## src/rtl/conv_window_sequencer_if.sv

```systemverilog
// rtl/conv_window_sequencer_if.sv - control/status bundle between layer controller and tap sequencer
interface conv_window_sequencer_if #(
  parameter int STATE_W = 4,
  parameter int PASS_W  = 4
);
  logic               start;
  logic [PASS_W-1:0]  num_passes;
  logic               continuous;
  logic               enable;
  logic               abort;
  logic [STATE_W-1:0] state_out;
  logic               state_valid;
  logic               final_state_reached;
  logic [PASS_W-1:0]  pass_idx;
  logic               busy;
  logic               done;

  modport master (
    output start, num_passes, continuous, enable, abort,
    input  state_out, state_valid, final_state_reached, pass_idx, busy, done
  );

  modport slave (
    input  start, num_passes, continuous, enable, abort,
    output state_out, state_valid, final_state_reached, pass_idx, busy, done
  );
endinterface

```

## src/rtl/conv_window_sequencer.sv

```systemverilog
// rtl/conv_window_sequencer.sv - multi-pass kernel tap sequencer with start/busy/done, stall and abort
module conv_window_sequencer #(
  parameter int NUM_STATES = 9,
  parameter int STATE_W    = 4,
  parameter int PASS_W     = 4
) (
  input  logic                  clk,
  input  logic                  reset,
  conv_window_sequencer_if.slave bus
);

  localparam logic [1:0] S_IDLE = 2'd0;
  localparam logic [1:0] S_RUN  = 2'd1;
  localparam logic [1:0] S_DONE = 2'd2;

  localparam logic [STATE_W-1:0] LAST_TAP = STATE_W'(NUM_STATES - 1);
  localparam logic [PASS_W-1:0]  ONE_PASS = PASS_W'(1);

  logic [1:0]         r_fsm;
  logic [STATE_W-1:0] r_tap;
  logic [PASS_W-1:0]  r_pass;
  logic [PASS_W-1:0]  r_passes;
  logic               r_valid;
  logic               r_final;
  logic               r_busy;
  logic               r_done;

  logic [STATE_W-1:0] w_tap_inc;
  logic [PASS_W-1:0]  w_passes_in;
  logic               w_last_tap;
  logic               w_last_pass;

  assign w_tap_inc   = r_tap + STATE_W'(1);
  assign w_last_tap  = (r_tap == LAST_TAP);
  assign w_last_pass = (r_pass == (r_passes - ONE_PASS));
  // A zero pass count still runs one sweep.
  assign w_passes_in = (bus.num_passes == '0) ? ONE_PASS : bus.num_passes;

  always_ff @(posedge clk) begin
    if (reset) begin
      r_fsm    <= S_IDLE;
      r_tap    <= '0;
      r_pass   <= '0;
      r_passes <= ONE_PASS;
      r_valid  <= 1'b0;
      r_final  <= 1'b0;
      r_busy   <= 1'b0;
      r_done   <= 1'b0;
    end else begin
      case (r_fsm)
        S_IDLE: begin
          if (bus.start && !bus.abort) begin
            r_fsm    <= S_RUN;
            r_passes <= w_passes_in;
            r_tap    <= '0;
            r_pass   <= '0;
            r_valid  <= 1'b1;
            r_final  <= 1'b0;
            r_busy   <= 1'b1;
            r_done   <= 1'b0;
          end
        end

        S_RUN: begin
          if (bus.abort) begin
            r_fsm    <= S_IDLE;
            r_tap    <= '0;
            r_pass   <= '0;
            r_passes <= ONE_PASS;
            r_valid  <= 1'b0;
            r_final  <= 1'b0;
            r_busy   <= 1'b0;
            r_done   <= 1'b0;
          end else if (bus.enable) begin
            if (w_last_tap) begin
              r_tap   <= '0;
              r_final <= 1'b0;
              if (!w_last_pass) begin
                r_pass <= r_pass + ONE_PASS;
              end else if (bus.continuous) begin
                r_pass <= '0;
              end else begin
                r_fsm   <= S_DONE;
                r_valid <= 1'b0;
                r_done  <= 1'b1;
              end
            end else begin
              r_tap   <= w_tap_inc;
              r_final <= (w_tap_inc == LAST_TAP);
            end
          end
        end

        S_DONE: begin
          // Single-cycle completion; start is deliberately not honoured here.
          r_fsm    <= S_IDLE;
          r_tap    <= '0;
          r_pass   <= '0;
          r_passes <= ONE_PASS;
          r_valid  <= 1'b0;
          r_final  <= 1'b0;
          r_busy   <= 1'b0;
          r_done   <= 1'b0;
        end

        default: begin
          r_fsm   <= S_IDLE;
          r_tap   <= '0;
          r_pass  <= '0;
          r_valid <= 1'b0;
          r_final <= 1'b0;
          r_busy  <= 1'b0;
          r_done  <= 1'b0;
        end
      endcase
    end
  end

  assign bus.state_out           = r_tap;
  assign bus.state_valid         = r_valid;
  assign bus.final_state_reached = r_final;
  assign bus.pass_idx            = r_pass;
  assign bus.busy                = r_busy;
  assign bus.done                = r_done;

endmodule

```

## src/flat_wrapper.sv

```systemverilog
// flat-port wrapper written by rule: the top's interface ports become plain ports
module conv_window_sequencer_flat 
#(
  parameter int NUM_STATES = 9,
  parameter int STATE_W    = 4,
  parameter int PASS_W     = 4
)
  (clk, reset, bus_start, bus_num_passes, bus_continuous, bus_enable, bus_abort, bus_state_out, bus_state_valid, bus_final_state_reached, bus_pass_idx, bus_busy, bus_done);
  conv_window_sequencer_if #(.STATE_W(STATE_W), .PASS_W(PASS_W)) bus_i ();
  input  logic clk;
  input  logic reset;
  input wire logic [$bits(bus_i.start)-1:0] bus_start;
  input wire logic [$bits(bus_i.num_passes)-1:0] bus_num_passes;
  input wire logic [$bits(bus_i.continuous)-1:0] bus_continuous;
  input wire logic [$bits(bus_i.enable)-1:0] bus_enable;
  input wire logic [$bits(bus_i.abort)-1:0] bus_abort;
  output wire logic [$bits(bus_i.state_out)-1:0] bus_state_out;
  output wire logic [$bits(bus_i.state_valid)-1:0] bus_state_valid;
  output wire logic [$bits(bus_i.final_state_reached)-1:0] bus_final_state_reached;
  output wire logic [$bits(bus_i.pass_idx)-1:0] bus_pass_idx;
  output wire logic [$bits(bus_i.busy)-1:0] bus_busy;
  output wire logic [$bits(bus_i.done)-1:0] bus_done;
  assign bus_i.start = bus_start;
  assign bus_i.num_passes = bus_num_passes;
  assign bus_i.continuous = bus_continuous;
  assign bus_i.enable = bus_enable;
  assign bus_i.abort = bus_abort;
  assign bus_state_out = bus_i.state_out;
  assign bus_state_valid = bus_i.state_valid;
  assign bus_final_state_reached = bus_i.final_state_reached;
  assign bus_pass_idx = bus_i.pass_idx;
  assign bus_busy = bus_i.busy;
  assign bus_done = bus_i.done;
  conv_window_sequencer #(.NUM_STATES(NUM_STATES), .STATE_W(STATE_W), .PASS_W(PASS_W)) u_core (.clk(clk), .reset(reset), .bus(bus_i));
endmodule
```

## config.mk

```make
export PLATFORM = sky130hd
export DESIGN_NAME = conv_window_sequencer_flat
export DESIGN_NICKNAME = d
export VERILOG_FILES = /design/src/rtl/conv_window_sequencer_if.sv /design/src/rtl/conv_window_sequencer.sv /design/src/flat_wrapper.sv
export SDC_FILE = /design/constraint.sdc
export NUM_CORES = 1
export LEC_CHECK = 0
export ABC_CLOCK_PERIOD_IN_PS = 2400
export BUFFER_PORTS_ARGS = -buffer_cell sky130_fd_sc_hd__buf_2
export CAP_MARGIN = 20
export CORE_MARGIN = 2
export CORE_UTILIZATION = 44
export DETAILED_ROUTE_END_ITERATION = 6
export GPL_ROUTABILITY_DRIVEN = 0
export PLACE_DENSITY = 0.79
export SYNTH_ARGS = -nofsm -noshare
export SYNTH_HDL_FRONTEND = slang
export SYNTH_SLANG_ARGS = --single-unit
export TNS_END_PERCENT = 30
```

## constraint.sdc

```tcl
create_clock -name clk -period 2.4 [get_ports clk]
set_input_delay 0.24 -clock clk [delete_from_list [all_inputs] [get_ports clk]]
set_output_delay 0.24 -clock clk [all_outputs]
set_load 0.05 [all_outputs]
```

Yosys cells after proc, flatten, opt, wreduce, memory -nomap -nowiden. Index checks and enable logic that the tools add are counted. Widths: inputs -> output; s select.

Register bits: 18. Logic and storage cells: 75.

$add $sub $neg: 3. Equality and inequality tests: 12. Muxes and demuxes: 42. Reduce and logical (&&, ||, !) cells: 10.

Operators by type and width (number): $mux 4 (12); $mux 1 (16); $pmux 4 s2 (2); $mux 2 (6); $pmux 4 s3 (1); $add 4x1->4 const B (2); $eq 4x4->1 const B (2); $pmux 1 s2 (4); $ne 3x2->1 const B (2); $ne 3x3->1 const B (2); $reduce_and 5->1 (1); $eq 4x4->1 (1); $logic_not 4->1 (1); $ne 4x4->1 const B (1); $pmux 2 s2 (1); $reduce_and 2->1 (2); $reduce_and 4->1 (1); $sub 4x1->4 const B (1); $reduce_and 3->1 (1); $reduce_bool 3->1 (1); $eq 2x1->1 const B (1); $eq 2x2->1 const B (1); $logic_not 2->1 (1); $ne 2x1->1 const B (1); other kinds (3) (3).

Depth between registers and ports, before layout.
Depth in word-level cells: 7. Gate-level depth with buffers: 7. Depth with buffers taken out: 7.

Worst setup path after synthesis. Ideal clock, no wire load.

Kind: reg-to-reg. From: register u_core.bus.done (netlist name). To: register u_core.r_pass[3] (netlist: u_core.bus.pass_idx[3]). Arrival time: 2.017 ns. Path slack: 0.242 ns. Stages on the path, launching flop included: 8. Path buffers: 0. Clock period less this slack: 2.158 ns. Cells stage by stage: dfxtp_1 inv_1 ha_1 nand2b_1 nor2_1 or4_4 a21oi_1 mux2i_1.

RTL lines: end signal: assignment (RTL line conv_window_sequencer.sv:79) `r_pass <= r_pass + ONE_PASS;`; end: declaration (RTL line conv_window_sequencer.sv:21) `logic [PASS_W-1:0] r_pass;`.

Worst setup path after layout.
From: register u_core.r_passes[0]. To: register u_core.r_fsm[0].

Word-level cells in the longest chain between the ends: 4.

Ends and longest elaborated chain: start: declaration (RTL line conv_window_sequencer.sv:22) `logic [PASS_W-1:0] r_passes;`; start signal: assignment (RTL line conv_window_sequencer.sv:54) `r_passes <= w_passes_in;`; $sub 4x1->4 (RTL line conv_window_sequencer.sv:35) `assign w_last_pass = (r_pass == (r_passes - ONE_PASS));`; $eq 4x4->1 (RTL line conv_window_sequencer.sv:35); $ne 3x2->1 (no source line); $reduce_and 5->1 (no source line); end signal: assignment (RTL line conv_window_sequencer.sv:41) `r_fsm <= S_IDLE;`; end signal: assignment (RTL line conv_window_sequencer.sv:53) `r_fsm <= S_RUN;`; end signal: assignment (RTL line conv_window_sequencer.sv:66) `r_fsm <= S_IDLE;`; end: declaration (RTL line conv_window_sequencer.sv:19) `logic [1:0] r_fsm;`.

No other way between the ends. A chain may end at the register's enable or synchronous reset.

==> metrics <==
status=complete, no violations; skew final=0.00446 ns; # Max-Cap Violations=0; GRT overflow=0; Slew HR=53.1%; gr usage total=18.7%; vias per cell=5.62; Max Transition Viols Final=0; initial antenna violation count=0; Hold Vio Cnt, Final=0; Post-Route WL=2190 um; crit share post-route=82.9%; critical path arrival=2.17 ns; HP Start=bus_num_passes[0]; Worst Hold End=u_core.r_passes[0]; post-synth top area share=30.7%; Mean Syn Cell Area=8.56 um^2; post-synthesis sequential area ratio=30.7%; Die Area=2780 um^2; CTS Hold Bufs=0; core area=2230 um^2; drt initial violations=21; total power=0.00110 W; fraction of registers with async set/reset=0%; total negative setup slack=0 ns; IO Port Bufs=21; layout cell share with drive strength beyond 1=22.8%; synthesis-stage register bit count=16; PwrDens=905 nW/um^2; crit start category=flop; # setup viols final=0; Worst-Margin Slew=0.696 ns; first drt pass iteration count=4; post-route cell area=1210 um^2; post-DR wirelength/cell=12.7 um; nets@finish=164; area grow syn2layout=16.2%; Net Sw Frac=42.9%; TritonCTS clock tree=done; clock slew at reported path FFs=0.10 ns; syn nets=140; Cells after DPL=169; Antenna Nets Post-Route=0; critical path class=flop to flop; Crit Reg-Reg Startpoint=u_core.r_passes[0]; Clock H-tree levels=1; Core Util, Final=54.3%; Root Driver=clkbuf_4; pin count of the biggest net entering global routing=19; Max clock buf depth=2; DIE WIDTH=52.7 um; vias in the first global route=863; reg2reg setup slack=0.41 ns; cell area after synthesis=1040 um^2; count leader, synth=dfxtp_1; min-delay worst type=input pin to flop; Post-synth EDFFs=0; Die Y-Extent=52.7 um; non-filler cells, final=173; antenna cells=0; Required @ worst endpoint=2.58 ns; Vias=973; Remaining DRCs=0; clock latency on the worst-skew pair=0.29 ns; r2r endpoint=u_core.r_fsm[0]; HPWL Detailed=1720 um; nature of the critical path endpoint=flop; Initial Utilization=46.8%; TritonCTS sink count=16; cells after synthesis=122; Post-CTS Setup Bufs=0; ys flop type=dfxtp_1; first-pass GRT wire length=3880 um; Synth Warn #=0; Reg power frac=30.5%; worst hold stages=3; unique cell type count in the Yosys netlist=40; Placed Area=1180 um^2; internal cell power=0.000628 W; largest area contributor in the netlist=dfxtp_1; ranking of synthesized cells by area=dfxtp_1 (31%), ha_1 (9.6%), a21oi_1 (5.7%); maximum operating frequency=502 MHz; Clock power frac=16.3%; switching pwr=0.000471 W; TritonCTS Buffers=3; Rows=17; Gate power share=53.2%; crit path max fanout=4; Commonest cells post-synth=dfxtp_1 (16), a21oi_1 (12), nor2_1 (11); Final min period=1.99 ns; post-CTS resize count=0; IO Count=22; Reg2Reg Depth=7; Pleak=0.499 nW; Worst VDD drop=0.590 mV; unrepaired setup endpoints after global routing=no
## state kept, by name (all words and copies together), names as in the netlist
name	cells
u_core.r_passes	4
u_core.bus.state_out	4
u_core.bus.busy	1
u_core.bus.done	1
u_core.r_fsm	1
u_core.bus.pass_idx	4
u_core.bus.final_state_reached	1
## metrics by stage
step | hold slack [ns] | worst slack, ns
after floorplan | 0.402 | 0.242
after global placement | 0.462 | 0.437
after detailed placement | 0.482 | 0.424
after CTS | 0.211 | 0.397
after global routing | 0.231 | 0.238
final | 0.213 | 0.409
## area by class of cell
class	count	area, um^2
Clock buffer	4	36.3
Fill cell	214	1020
Inverter	9	33.8
Sequential cell	16	320
Tap cell	28	35.0
Timing Repair Buffer	21	105
Multi-Input combinational cell	95	683
## critical path, stage by stage (launching register included)
cell and delay (ns):
dfxtp_1 0.43, inv_1 0.09, ha_1 0.34, xnor2_1 0.13, or3_4 0.41, nor4_2 0.26
or3_1 0.18, a21oi_2 0.05
## per-layer routing
layer	track usage, %	vias to the layer above	wire (um)
li1	-	489	-
met1	25.7	451	1040
met2	29.8	26	1010
met3	2.86	7	107
met4	5.98	0	38
met5	0	-	0
## worst max path at each step
stage,start,endpoint,slack [ns],cells past startpoint
2_1_floorplan,u_core.bus.done,u_core.bus.pass_idx[3],0.24,7
3_3_place_gp,u_core.r_passes[0],u_core.r_fsm[0],0.44,7
3_5_place_dp,u_core.r_passes[0],u_core.r_fsm[0],0.42,7
4_1_cts,u_core.r_passes[0],u_core.r_fsm[0],0.40,7
5_1_grt,u_core.r_passes[0],u_core.r_fsm[0],0.24,7
6_report,u_core.r_passes[0],u_core.r_fsm[0],0.41,7
## power by group through the flow
stage	Combinational [W]	Clock [W]	Sequential (W)
global route	0.000650	0.000198	0.000342
floorplan	0.000420	0	0.000389
global placement	0.000567	0	0.000340
CTS	0.000581	0.000184	0.000337
finish	0.000585	0.000179	0.000335
detailed placement	0.000577	0	0.000342
## cells by family (layout without fill, tap and decap cells)
group / after synthesis / in the layout / synth area share, %
simple gates: 42 / 42 / 24.8
compound gates: 35 / 35 / 21.1
fa+ha+maj: 8 / 8 / 9.58
flops: 16 / 16 / 30.7
mux: 1 / 1 / 0.958
xor+xnor: 9 / 9 / 8.98
buf+inv: 11 / 34 / 3.95
## cells in the final DEF, fill, tap and decap left out, types with 3 or more instances in the layout
cell type and n:
nor2_1 11, o21ai_0 7, inv_1 9, nand2_1 4, nand3b_1 4, o21ai_1 3
clkbuf_4 3, xor2_1 3, buf_2 21, xnor2_1 5, dfxtp_1 16, ha_1 8
a21oi_1 12
Note: power is estimated with default switching activity, not from simulation.
